===== src/rtl/branch_resolver_if.sv =====
// Bundle between the fetch/decode/execute pipeline and the branch resolver.
//   master : pipeline side, drives predictions and resolutions, reads feedback
//   slave  : resolver side
// Signals: predict_* (push a prediction), resolve_* (pop the oldest), past_* feedback,
// flush/redirect_pc, saturating statistics, queue status and sticky error flags.
interface branch_resolver_if #(
    parameter int unsigned CntW = 16
);
    logic            predict_valid;
    logic [31:0]     predict_pc;
    logic            predict_taken;
    logic [31:0]     predict_target;
    logic            resolve_valid;
    logic            resolve_taken;
    logic [31:0]     past_pc;
    logic            past_wrong;
    logic            past_predicted_taken;
    logic            past_is_branch;
    logic            flush;
    logic [31:0]     redirect_pc;
    logic [CntW-1:0] branch_count;
    logic [CntW-1:0] mispredict_count;
    logic            q_full;
    logic            q_empty;
    logic            overflow_err;
    logic            underflow_err;

    modport master (
        output predict_valid, predict_pc, predict_taken, predict_target,
        output resolve_valid, resolve_taken,
        input  past_pc, past_wrong, past_predicted_taken, past_is_branch,
        input  flush, redirect_pc, branch_count, mispredict_count,
        input  q_full, q_empty, overflow_err, underflow_err
    );

    modport slave (
        input  predict_valid, predict_pc, predict_taken, predict_target,
        input  resolve_valid, resolve_taken,
        output past_pc, past_wrong, past_predicted_taken, past_is_branch,
        output flush, redirect_pc, branch_count, mispredict_count,
        output q_full, q_empty, overflow_err, underflow_err
    );
endinterface


===== src/rtl/branch_resolver.sv =====
// Execute-side branch resolver. Keeps decode predictions in an in-order circular queue,
// compares the oldest with the execute outcome and returns registered feedback.
// A misprediction raises a one-cycle flush with the corrected PC and squashes the queue.
// Ports:
//   clk_i   rising-edge clock
//   rst_ni  asynchronous active-low reset
//   bus     branch_resolver_if.slave (predict/resolve in, feedback/status out)
module branch_resolver #(
    parameter int unsigned Depth = 4,
    parameter int unsigned CntW  = 16
) (
    input  logic               clk_i,
    input  logic               rst_ni,
    branch_resolver_if.slave   bus
);
    localparam int unsigned    Aw       = (Depth > 1) ? $clog2(Depth) : 1;
    localparam int unsigned    Cw       = Aw + 1;
    localparam logic [Cw-1:0]  DepthCnt = Cw'(Depth);
    localparam logic [CntW-1:0] CntMax  = '1;

    logic [31:0]     pc_mem_q  [Depth];
    logic            tkn_mem_q [Depth];
    logic [31:0]     tgt_mem_q [Depth];

    logic [Aw-1:0]   rd_q, rd_d, wr_q, wr_d;
    logic [Cw-1:0]   cnt_q, cnt_d;
    logic [31:0]     past_pc_q, past_pc_d, redir_q, redir_d;
    logic            past_wrong_q, past_wrong_d, past_tkn_q, past_tkn_d;
    logic            pib_q, pib_d, flush_q, flush_d;
    logic [CntW-1:0] bcnt_q, bcnt_d, mcnt_q, mcnt_d;
    logic            full_q, full_d, empty_q, empty_d;
    logic            ovf_q, ovf_d, unf_q, unf_d;

    logic            pop, wrong, push_ok;
    logic [31:0]     head_pc, head_tgt;
    logic            head_tkn;

    always_comb begin
        head_pc  = pc_mem_q[rd_q];
        head_tkn = tkn_mem_q[rd_q];
        head_tgt = tgt_mem_q[rd_q];
        pop      = bus.resolve_valid && (cnt_q != '0);
        wrong    = pop && (head_tkn ^ bus.resolve_taken);
        // A pop frees a slot in the same cycle, so push+pop is accepted even when full.
        push_ok  = bus.predict_valid && !wrong && (pop || (cnt_q != DepthCnt));

        rd_d  = rd_q;
        wr_d  = wr_q;
        cnt_d = cnt_q;
        if (wrong) begin
            // Everything still queued is younger than the mispredicted branch.
            rd_d  = '0;
            wr_d  = '0;
            cnt_d = '0;
        end else begin
            if (pop)     rd_d = rd_q + Aw'(1);
            if (push_ok) wr_d = wr_q + Aw'(1);
            if (push_ok && !pop)      cnt_d = cnt_q + Cw'(1);
            else if (pop && !push_ok) cnt_d = cnt_q - Cw'(1);
        end

        pib_d        = pop;
        past_pc_d    = pop ? head_pc : past_pc_q;
        past_tkn_d   = pop ? head_tkn : past_tkn_q;
        past_wrong_d = pop ? wrong : past_wrong_q;
        flush_d      = wrong;
        redir_d      = redir_q;
        if (wrong) redir_d = bus.resolve_taken ? head_tgt : head_pc + 32'd1;

        bcnt_d = (pop && (bcnt_q != CntMax)) ? bcnt_q + CntW'(1) : bcnt_q;
        mcnt_d = (wrong && (mcnt_q != CntMax)) ? mcnt_q + CntW'(1) : mcnt_q;

        full_d  = (cnt_d == DepthCnt);
        empty_d = (cnt_d == '0);
        ovf_d   = ovf_q | (bus.predict_valid && !wrong && !pop && (cnt_q == DepthCnt));
        unf_d   = unf_q | (bus.resolve_valid && (cnt_q == '0));
    end

    // Payload storage needs no reset; occupancy is tracked by the pointers.
    always_ff @(posedge clk_i) begin
        if (push_ok) begin
            pc_mem_q[wr_q]  <= bus.predict_pc;
            tkn_mem_q[wr_q] <= bus.predict_taken;
            tgt_mem_q[wr_q] <= bus.predict_target;
        end
    end

    always_ff @(posedge clk_i or negedge rst_ni) begin
        if (!rst_ni) begin
            rd_q         <= '0;
            wr_q         <= '0;
            cnt_q        <= '0;
            past_pc_q    <= '0;
            past_wrong_q <= 1'b0;
            past_tkn_q   <= 1'b0;
            pib_q        <= 1'b0;
            flush_q      <= 1'b0;
            redir_q      <= '0;
            bcnt_q       <= '0;
            mcnt_q       <= '0;
            full_q       <= 1'b0;
            empty_q      <= 1'b1;
            ovf_q        <= 1'b0;
            unf_q        <= 1'b0;
        end else begin
            rd_q         <= rd_d;
            wr_q         <= wr_d;
            cnt_q        <= cnt_d;
            past_pc_q    <= past_pc_d;
            past_wrong_q <= past_wrong_d;
            past_tkn_q   <= past_tkn_d;
            pib_q        <= pib_d;
            flush_q      <= flush_d;
            redir_q      <= redir_d;
            bcnt_q       <= bcnt_d;
            mcnt_q       <= mcnt_d;
            full_q       <= full_d;
            empty_q      <= empty_d;
            ovf_q        <= ovf_d;
            unf_q        <= unf_d;
        end
    end

    assign bus.past_pc              = past_pc_q;
    assign bus.past_wrong           = past_wrong_q;
    assign bus.past_predicted_taken = past_tkn_q;
    assign bus.past_is_branch       = pib_q;
    assign bus.flush                = flush_q;
    assign bus.redirect_pc          = redir_q;
    assign bus.branch_count         = bcnt_q;
    assign bus.mispredict_count     = mcnt_q;
    assign bus.q_full               = full_q;
    assign bus.q_empty              = empty_q;
    assign bus.overflow_err         = ovf_q;
    assign bus.underflow_err        = unf_q;
endmodule


===== src/flat_wrapper.sv =====
// flat-port wrapper written by rule: the top's interface ports become plain ports
module branch_resolver_flat 
#(
    parameter int unsigned Depth = 4,
    parameter int unsigned CntW  = 16
)
  (clk_i, rst_ni, bus_predict_valid, bus_predict_pc, bus_predict_taken, bus_predict_target, bus_resolve_valid, bus_resolve_taken, bus_past_pc, bus_past_wrong, bus_past_predicted_taken, bus_past_is_branch, bus_flush, bus_redirect_pc, bus_branch_count, bus_mispredict_count, bus_q_full, bus_q_empty, bus_overflow_err, bus_underflow_err);
  branch_resolver_if #(.CntW(CntW)) bus_i ();
  input  logic clk_i;
  input  logic rst_ni;
  input wire logic [$bits(bus_i.predict_valid)-1:0] bus_predict_valid;
  input wire logic [$bits(bus_i.predict_pc)-1:0] bus_predict_pc;
  input wire logic [$bits(bus_i.predict_taken)-1:0] bus_predict_taken;
  input wire logic [$bits(bus_i.predict_target)-1:0] bus_predict_target;
  input wire logic [$bits(bus_i.resolve_valid)-1:0] bus_resolve_valid;
  input wire logic [$bits(bus_i.resolve_taken)-1:0] bus_resolve_taken;
  output wire logic [$bits(bus_i.past_pc)-1:0] bus_past_pc;
  output wire logic [$bits(bus_i.past_wrong)-1:0] bus_past_wrong;
  output wire logic [$bits(bus_i.past_predicted_taken)-1:0] bus_past_predicted_taken;
  output wire logic [$bits(bus_i.past_is_branch)-1:0] bus_past_is_branch;
  output wire logic [$bits(bus_i.flush)-1:0] bus_flush;
  output wire logic [$bits(bus_i.redirect_pc)-1:0] bus_redirect_pc;
  output wire logic [$bits(bus_i.branch_count)-1:0] bus_branch_count;
  output wire logic [$bits(bus_i.mispredict_count)-1:0] bus_mispredict_count;
  output wire logic [$bits(bus_i.q_full)-1:0] bus_q_full;
  output wire logic [$bits(bus_i.q_empty)-1:0] bus_q_empty;
  output wire logic [$bits(bus_i.overflow_err)-1:0] bus_overflow_err;
  output wire logic [$bits(bus_i.underflow_err)-1:0] bus_underflow_err;
  assign bus_i.predict_valid = bus_predict_valid;
  assign bus_i.predict_pc = bus_predict_pc;
  assign bus_i.predict_taken = bus_predict_taken;
  assign bus_i.predict_target = bus_predict_target;
  assign bus_i.resolve_valid = bus_resolve_valid;
  assign bus_i.resolve_taken = bus_resolve_taken;
  assign bus_past_pc = bus_i.past_pc;
  assign bus_past_wrong = bus_i.past_wrong;
  assign bus_past_predicted_taken = bus_i.past_predicted_taken;
  assign bus_past_is_branch = bus_i.past_is_branch;
  assign bus_flush = bus_i.flush;
  assign bus_redirect_pc = bus_i.redirect_pc;
  assign bus_branch_count = bus_i.branch_count;
  assign bus_mispredict_count = bus_i.mispredict_count;
  assign bus_q_full = bus_i.q_full;
  assign bus_q_empty = bus_i.q_empty;
  assign bus_overflow_err = bus_i.overflow_err;
  assign bus_underflow_err = bus_i.underflow_err;
  branch_resolver #(.Depth(Depth), .CntW(CntW)) u_core (.clk_i(clk_i), .rst_ni(rst_ni), .bus(bus_i));
endmodule

===== config.mk =====
export PLATFORM = sky130hd
export DESIGN_NAME = branch_resolver_flat
export DESIGN_NICKNAME = d
export VERILOG_FILES = /design/src/rtl/branch_resolver_if.sv /design/src/rtl/branch_resolver.sv /design/src/flat_wrapper.sv
export SDC_FILE = /design/constraint.sdc
export NUM_CORES = 1
export LEC_CHECK = 0
export ABC_AREA = 1
export BUFFER_PORTS_ARGS = -buffer_cell sky130_fd_sc_hd__buf_4
export CAP_MARGIN = 25
export CORE_MARGIN = 10
export CORE_UTILIZATION = 41
export DETAILED_ROUTE_END_ITERATION = 10
export GPL_TIMING_DRIVEN = 1
export PLACE_DENSITY = 0.7
export SLEW_MARGIN = 20
export SYNTH_ARGS = -nofsm -noshare
export SYNTH_HDL_FRONTEND = slang
export SYNTH_SLANG_ARGS = --single-unit
export TNS_END_PERCENT = 1

===== constraint.sdc =====
create_clock -name clk_i -period 5.15 [get_ports clk_i]
set_clock_uncertainty 0.1 [all_clocks]
set_input_delay 0.2575 -clock clk_i [delete_from_list [all_inputs] [get_ports clk_i]]
set_output_delay 0.2575 -clock clk_i [all_outputs]
set_load 0.02 [all_outputs]

== Word-level counts from Yosys, hierarchy flattened ==
Memories as Yosys holds them, arrays and structs flattened.
Index checks and enable logic that the tools add are counted.

* Flip-flop bits (word level): 111
* Bits in latches: 0
* Bits in writable memories: 260
* Bits in read-only memories: 0
* Input bits: 70
* Output and inout port bits: 104
* Logic and storage cells: 63
* Memories: 3

* Add/sub/neg operators: 7
* Multiply operators: 0
* Div/mod/pow operators: 0
* Order comparisons: 0
* Eq/ne operators: 5
* Shift-type cells: 0
* Multiplexer cells: 10
* Bitwise gates (word level): 3
* Reductions and logical operators: 20

{| class="wikitable"
|+ Memory list
! name !! words !! bits a word !! read ports !! clocked after memory_dff !! wr ports !! line !! source
|-
| u_core.pc_mem_q || 4 || 32 || 1 || 0 || 1 || branch_resolver.sv:21 || <nowiki>logic [31:0] pc_mem_q [Depth];</nowiki>
|-
| u_core.tgt_mem_q || 4 || 32 || 1 || 0 || 1 || branch_resolver.sv:23 || <nowiki>logic [31:0] tgt_mem_q [Depth];</nowiki>
|-
| u_core.tkn_mem_q || 4 || 1 || 1 || 0 || 1 || branch_resolver.sv:22 || <nowiki>logic tkn_mem_q [Depth];</nowiki>
|}

{| class="wikitable"
|+ Operators with widths
! kind !! count
|-
| adder 16 x 1 -> 16 bit (second input constant) || 2
|-
| adder 32 x 1 -> 32 bit (second input constant) || 1
|-
| two-way mux 32 bit || 1
|-
| inequality test 16 bit (second input constant) || 2
|-
| logical AND 1 bit || 11
|-
| two-way mux 3 bit || 3
|-
| two-way mux 2 bit || 4
|-
| equality test 3 bit (second input constant) || 2
|-
| zero test 3 bit || 2
|-
| adder 2 x 1 -> 2 bit (second input constant) || 2
|-
| nonzero test 2 bit || 2
|-
| adder 3 x 1 -> 3 bit (second input constant) || 1
|-
| zero test 1 bit || 3
|-
| inequality test 3 bit (second input constant) || 1
|-
| nonzero test 3 bit || 1
|-
| subtractor 3 x 1 -> 3 bit (second input constant) || 1
|-
| two-way mux 1 bit || 2
|-
| OR 1 bit || 2
|-
| logical OR 1 bit || 1
|-
| bitwise XOR 1 bit || 1
|}

== Logic depth before layout (Yosys ltp) ==
Gate-level depths: netlist of the first run.

* Depth after elaboration: 12
* Depth in mapped cells: 17
* Gate-level depth less buffers: 14

== Least setup slack after synthesis of the first run ==
Ideal clock, no wire load.

* Kind: flip-flop to flip-flop
* Start point: register u_core.rd_q[1]
* End point: memory u_core.pc_mem_q[0][0] (enable)
* Library setup time: 489 ps
* Arrival time: 3,964 ps
* Required time: 4,561 ps
* Setup slack: 597 ps
* Cell stages (with the launch flop): 11
* Buffers on the path: 1
* Period minus slack after synthesis: 4,553 ps
* Path through: dfrtp_1 -> buf_4 -> inv_4 -> nand3_1 -> nand2_1 -> nand2_1 -> nand2_1 -> nor2_4 -> inv_2 -> nand3_1 -> nor2_1

* Longest elaborated chain between the ends: 8

{| class="wikitable"
|+ RTL lines
! element !! line !! source
|-
| start: declaration || branch_resolver.sv:25 || <nowiki>logic [Aw-1:0] rd_q, rd_d, wr_q, wr_d;</nowiki>
|-
| start signal: assignment || branch_resolver.sv:106 || <nowiki>rd_q <= rd_d;</nowiki>
|-
| memory (4 x 1 bit) || n/a ||
|-
| bitwise XOR 1 bit || branch_resolver.sv:43 || <nowiki>wrong = pop && (head_tkn ^ bus.resolve_taken);</nowiki>
|-
| logical AND 1 bit || branch_resolver.sv:43 ||
|-
| zero test 1 bit || branch_resolver.sv:45 || <nowiki>push_ok = bus.predict_valid && !wrong && (pop || (cnt_q != DepthCnt));</nowiki>
|-
| logical AND 1 bit (2 in a row) || branch_resolver.sv:45 ||
|-
| two-way mux 1 bit || branch_resolver.sv:81 || <nowiki>if (push_ok) begin</nowiki>
|-
| two-way mux 1 bit (not written as such) || branch_resolver.sv:82 || <nowiki>pc_mem_q[wr_q] <= bus.predict_pc;</nowiki>
|-
| end: declaration || branch_resolver.sv:21 ||
|}

No other way between the ends.

== Final worst setup path of the first run ==
* Start point: register u_core.rd_q[0]
* End point: memory u_core.pc_mem_q[1][19] (enable)

Same word-level chain as after synthesis.

==> summary.txt, run 1 <==
main combinational cell family by area after synthesis -> simple AND/OR/NAND/NOR gates
CTS Buf Count -> 41
Critical Path Source Type -> flip-flop
Crit Path Category -> reg -> reg
Worst R2R Setup Slack -> 1.56 ns
Reg clk slew, reported paths -> 0.06 ns
Final HPWL DP -> 29,100 um
Synthesis Warnings -> 0
Fillers -> 3,530
post-place setup slack -> 1.64 ns
Slew HR -> 28.3%
Comb pwr share -> 39.3%
synth top area cells -> edfxtp_1, dfrtp_1, nand2_1, nand3_1, nor2_1
slew of the pin with the lowest slew margin -> 1.08 ns
I/O Pins -> 174
post-synthesis mux area share -> 0%
Wirelength per Cell -> 18.7 um
most frequent CP cell -> nand3_1
part of the power in registers -> 36.4%
Syn Nets -> 1,654
Highest Clock Rate -> 0.278 GHz
max incr delay on CP -> 0.84 ns
RSZ-0062 raised after global routing -> false
WL final -> 44,200 um
leakage power -> 8.36 nW
compound-cell area share of the yosys netlist -> 6.76%
total power -> 11.8 mW
hold buffer count at cts -> 69
Die X -> 220 um
detailed-route DRC error count -> 0
number of flops mapped to enable cells by yosys -> 260
design area -> 0.0201 mm2
crit-path max FO -> 135
CP max-delay cell -> buf_4
PwrDens -> 587 mW/mm2
adder-cell share of the synthesized area -> 0.762%
CTS tree -> done
Synth top area share -> 47.6%
DIE HEIGHT -> 220 um
period utilization -> 69.8%
Setup TNS -> 0 ns
Fin. Hold Viols -> 0
Clk network pwr share -> 24.3%
ANT cells -> 0
row count -> 73
maximum VDD drop -> 0.496 mV
Slew Limit Fails -> 0
Vias -> 12,200
async set-reset flop share out of synthesis -> 29.9%
mapped cell area -> 0.0164 mm2
first-pass GRT wire length -> 68,000 um
CP endpoint kind -> flip-flop
leading register cell type out of synthesis -> edfxtp_1
minimum clock period -> 3.59 ns
post-cts resize count -> 0
Yosys reg bits -> 371
worst path cell trace -> inv_8, nand2_1, nand3_1, nand3_1, nand2_1, nor2_4, inv_2, nand3_1, nor2_4, buf_4
cell count after synthesis -> 1,574
Initial Util -> 41.4%
Clock Sinks -> 371
first-pass detailed-route iteration total -> 5
post-CTS setup buffers -> 0
post-synthesis sequential area ratio -> 64.5%
simple-gate portion of the synthesized area -> 21.6%
Total Routing Usage GR -> 17.9%
Placer Congestion -> 0.925
Crit path arrival time -> 3.64 ns
clock root cell -> clkbuf_16
total global routing overflow -> 0
Sw Share -> 40.0%
Net Sw Power -> 4.72 mW
R2R cell count -> 10
initial drt markers -> 1,325
cell taking the most area after synthesis -> edfxtp_1
clock latency on the worst-skew pair -> 0.55 ns
initial antenna violation count -> 0
area of the die -> 0.0484 mm2
largest net degree at the start of global routing -> 136
layout cells sized above 1 -> 18.2%
setup slack after layout -> 1.56 ns
PortBufs -> 173
H-Tree Depth -> 2
Critical Path RT -> 5.20 ns
synth unique cells -> 48
Cell Int Power -> 7.10 mW
hold crit path type -> in -> async
xor and xnor fraction of the mapped netlist area -> 2.24%
Max Cap Violations -> 0
vias in the first global route -> 12,200
antenna-violating nets left -> 0
status -> finished, final reports clean
Layout area overhead -> 22.7%
placed standard-cell area -> 0.0181 mm2
nets@finish -> 1,886
core area -> 0.0396 mm2
final setup violation count -> 0
via/cell ratio -> 5.16
mean post-synth cell area -> 10.4 um2
Bufs on Longest Clock Path -> 3
Final Util -> 50.8%
## routing by layer
metal | up-vias | GRT usage [%] | wire length (um)
met2 | 444 | 29.3 | 20900
li1 | 5791 | - | -
met1 | 5876 | 23.3 | 18800
met3 | 77 | 3.80 | 3320
met5 | - | 0 | 0
met4 | 0 | 5.75 | 1120
## critical path, delay by kind of cell (launching register included)
| family | cells | cell delay (ns) |
|---|---|---|
| DFF | 1 | 0.51 |
| and+or+nand+nor | 7 | 1.02 |
| buffers and inverters | 3 | 1.38 |
## metrics by stage
step                std cells  hold slack [ns]
finish                   2364            0.291
global route             2364            0.361
CTS                      2364            0.315
detailed placement       2219            0.345
global placement         2219            0.331
floorplan                1574           -0.138
## area by class of cell
cell class	count	area [um2]	share of cell area [%]
Sequential cell	371	10600	52.6
Tap cell	525	657	3.26
Inverter	66	258	1.28
Timing Repair Buffer	258	2110	10.5
Clock inverter	25	231	1.15
Multi-Input combinational cell	1068	5180	25.7
Clock buffer	51	1110	5.54
## cell families (layout without fill, tap and decap cells)
kind of cell,after synthesis,after routing
compound gates,184,184
fa+ha+maj,10,10
simple gates,832,832
flops,371,371
xor+xnor,42,42
buf+inv,135,400
## power groups by stage
| stage | Combinational (mW) | Sequential (mW) | Clock, mW |
|---|---|---|---|
| 2_1_floorplan | 2.69 | 4.66 | 0 |
| 3_3_place_gp | 4.49 | 4.34 | 0 |
| 3_5_place_dp | 4.59 | 4.35 | 0 |
| 4_1_cts | 4.66 | 4.30 | 2.93 |
| 5_1_grt | 5.13 | 4.37 | 3.07 |
| 6_report | 4.64 | 4.30 | 2.88 |
## registers in the layout (all words and copies together), names as in the netlist
signal and count:
u_core.bus.flush 1, u_core.bus.branch_count 16, u_core.bus.past_predicted_taken 1, u_core.pc_mem_q 128
u_core.tkn_mem_q 4, u_core.bus.mispredict_count 16, u_core.bus.past_pc 32, u_core.bus.redirect_pc 32
u_core.tgt_mem_q 128, u_core.rd_q 2, u_core.bus.overflow_err 1, u_core.cnt_q 3
u_core.wr_q 2, u_core.bus.past_wrong 1, u_core.bus.past_is_branch 1, u_core.bus.q_full 1
u_core.bus.underflow_err 1, u_core.bus.q_empty 1
## path summary, 6_finish.rpt
path,start,endpoint
setup / recovery,u_core.rd_q[0],u_core.pc_mem_q[1][19]
hold / removal,rst_ni,u_core.bus.mispredict_count[11]
setup reg to reg,u_core.rd_q[0],u_core.pc_mem_q[1][19]
hold reg to reg,u_core.bus.past_pc[13],u_core.bus.past_pc[13]
max in group asynchronous,rst_ni,u_core.rd_q[1]
min in group clk_i,bus_predict_target[15],u_core.tgt_mem_q[3][15]
## cells in the final DEF (no fill, tap or decap), types with 12 or more instances in the layout
cell type        n
nand2_1        528
edfxtp_1       260
buf_4          189
nor2_1         111
dfrtp_1        108
nand3_1        104
dlygate4sd3_1   69
a21oi_1         65
inv_1           57
o21ai_0         56
clkbuf_16       42
xor2_1          30
a221oi_1        27
or2_2           20
nand2_2         18
nor2_4          15
xnor2_1         12
clkinv_2        12
## Yosys cell counts, drive strengths merged (3+ instances only)
library cell,instances
o22ai,4
o21ai,58
a31oi,3
xnor2,12
a2bb2oi,6
nand2,546
inv,64
clkbuf,18
nand3,108
buf,51
xor2,30
ha,10
edfxtp,260
or2,20
a221oi,27
a21oi,66
dfrtp,110
a21boi,12
nand4,12
nor3,8
nor2,135
Power figures use the tool's default switching activity.
==> run 2, diff against run 1 <==
--- a/config.mk
+++ b/config.mk
@@ -12,7 +12,7 @@
 export CORE_UTILIZATION = 41
 export DETAILED_ROUTE_END_ITERATION = 10
 export GPL_TIMING_DRIVEN = 1
-export PLACE_DENSITY = 0.7
+export PLACE_DENSITY = 0.72
 export SLEW_MARGIN = 20
 export SYNTH_ARGS = -nofsm -noshare
 export SYNTH_HDL_FRONTEND = slang
==> constraint.sdc (replaced) <==
create_clock -name clk_i -period 3.3 [get_ports clk_i]
set_clock_uncertainty 0.1 [all_clocks]
set_input_delay 0.165 -clock clk_i [delete_from_list [all_inputs] [get_ports clk_i]]
set_output_delay 0.165 -clock clk_i [all_outputs]
set_load 0.02 [all_outputs]
==> summary.txt, run 2 (synthesis gave the netlist of run 1 again) <==
Wirelength per Cell -> 18.9 um (+1.3%)
Critical Path RT -> 3.66 ns (-1.54 ns)
Reg clk slew, reported paths -> 0.06 ns (about the same)
Slew HR -> 50.9% (+23 points)
vias in the first global route -> 12,000 (-0.93%)
Initial Util -> 41.4% (unchanged)
CTS Buf Count -> 41 (unchanged)
Clock Sinks -> 371 (unchanged)
CP endpoint kind -> flip-flop
Die X -> 220 um (unchanged)
post-placement cell count -> 2,226 (+0.32%)
nets@finish -> 1,893 (+0.37%)
total power -> 18.4 mW (+56%)
CTS tree -> done
leakage power -> 8.37 nW (about the same)
Setup TNS -> 0 ns (unchanged)
max incr delay on CP -> 0.57 ns (-0.27 ns)
first-pass detailed-route iteration total -> 6 (+1)
commonest non-fill, non-tap cell in the layout -> nand2_1
footprint of the multi-input gates -> 0.00518 mm2 (unchanged)
maximum VDD drop -> 0.560 mV (+13%)
area of the die -> 0.0484 mm2 (unchanged)
most frequent CP cell -> nand3_1
PortBufs -> 173 (unchanged)
H-Tree Depth -> 2 (unchanged)
setup slack after layout -> 0.318 ns (-1.24 ns)
clock root cell -> clkbuf_16
crit-path max FO -> 65 (-52%)
PwrDens -> 913 mW/mm2 (+56%)
clock latency on the worst-skew pair -> 0.54 ns (about the same)
post-place setup slack -> 0.369 ns (-1.27 ns)
first-pass GRT wire length -> 69,200 um (+1.7%)
via/cell ratio -> 5.20 (+0.88%)
Crit Path Category -> reg -> reg
layout cells sized above 1 -> 18.3% (+0.039 points)
Max Cap Violations -> 0 (unchanged)
WL final -> 44,900 um (+1.7%)
CP max-delay cell -> buf_4
Bufs on Longest Clock Path -> 3 (unchanged)
total global routing overflow -> 0 (unchanged)
slew of the pin with the lowest slew margin -> 0.737 ns (-0.338 ns)
post-cts resize count -> 0 (unchanged)
Highest Clock Rate -> 0.335 GHz (+21%)
Fillers -> 3,517 (-0.37%)
Worst R2R Start -> u_core.rd_q[0]
largest net degree at the start of global routing -> 67 (-51%)
Reg area -> 0.0106 mm2 (unchanged)
final setup violation count -> 0 (unchanged)
hold_ws -> 0.118 ns (-0.173 ns)
worst path cell trace -> buf_4, nand2_1, nand3_1, nand2_1, inv_2, ha_1, nand3_1, nor2_2, nand3_4, nor2_4, nand3_1, nand2_1, nand3_1, a21oi_1
Layout area overhead -> 22.8% (about the same)
post-CTS setup buffers -> 0 (unchanged)
Total Routing Usage GR -> 18.3% (+0.39 points)
Fin. Hold Viols -> 0 (unchanged)
hold buffer count at cts -> 69 (unchanged)
row count -> 73 (unchanged)
initial drt markers -> 1,246 (-6.0%)
minimum clock period -> 2.98 ns (-0.612 ns)
core area -> 0.0396 mm2 (unchanged)
Vias -> 12,300 (+1.2%)
period utilization -> 90.4% (+21 points)
Final Util -> 50.8% (about the same)
Top delay family on crit path -> simple AND/OR/NAND/NOR gates
initial antenna violation count -> 1 (+1)
placed standard-cell area -> 0.0182 mm2 (+0.36%)
Critical Path Source Type -> flip-flop
Crit path arrival time -> 3.34 ns (-0.30 ns)
Final HPWL DP -> 30,700 um (+5.7%)
Worst Path Buf+Inv -> 2 (-1)
Placer Congestion -> 0.903 (-2.4%)
DIE HEIGHT -> 220 um (unchanged)
detailed-route DRC error count -> 0 (unchanged)
Critical path origin -> u_core.rd_q[0]
hold crit path type -> in -> async
I/O Pins -> 174 (unchanged)
top flop regs -> u_core.pc_mem_q x128, u_core.tgt_mem_q x128
design area -> 0.0202 mm2 (about the same)
Slew Limit Fails -> 0 (unchanged)
post-route insts no fill -> 2,372 (+0.34%)
status -> finished, final reports clean
RSZ-0062 raised after global routing -> false
commonest cells after routing, fill and taps aside -> nand2_1, edfxtp_1, buf_4
antenna-violating nets left -> 0 (unchanged)
run 2: power breakdown:
| part | switching (mW) | internal, mW | total (mW) |
|---|---|---|---|
| sequential | 0.615 | 6.15 | 6.77 |
| combinational | 5.00 | 2.30 | 7.30 |
| clock | 1.82 | 2.52 | 4.34 |
| total | 7.44 | 11.0 | 18.4 |
run 2: path summary, 6_finish.rpt:
check                                                       to  slack (ns)  depth (start not counted)
worst max-delay path                u_core.bus.redirect_pc[30]        0.32                         14
worst min register to register          u_core.bus.past_pc[31]        0.39                          2
worst min-delay path            u_core.bus.mispredict_count[6]        0.12                          2
worst max register to register      u_core.bus.redirect_pc[30]        0.32                         14
min in group clk_i                     u_core.tgt_mem_q[0][16]        0.27                          2
max in group asynchronous                   u_core.bus.q_empty        2.14                          3
run 2: worst register-to-register path: stages (launching register included):
cell and delay [ns]:
dfrtp_4 0.48, buf_4 0.57, nand2_1 0.14, nand3_1 0.11, nand2_1 0.15, inv_2 0.12
ha_1 0.19, nand3_1 0.16, nor2_2 0.19, nand3_4 0.14, nor2_4 0.17, nand3_1 0.09
nand2_1 0.06, nand3_1 0.07, a21oi_1 0.17
run 2: metal layers:
metal  part of all wire (%)  vias to the layer above  track usage [%]
met3                    7.5                       65             3.40
met4                    2.4                        0             5.27
met2                     47                      450             29.3
met1                     43                     5993             24.9
met5                      0                        -                0
li1                       -                     5829                -
run 2: area by class of cell:
type,count,area share [%]
sequential,371,52.5
multi-input combinational,1068,25.7
timing repair buffer,265,10.8
clock buffer,55,5.65
tap,525,3.26
inverter,66,1.28
clock inverter,21,0.770
antenna,1,0.0124
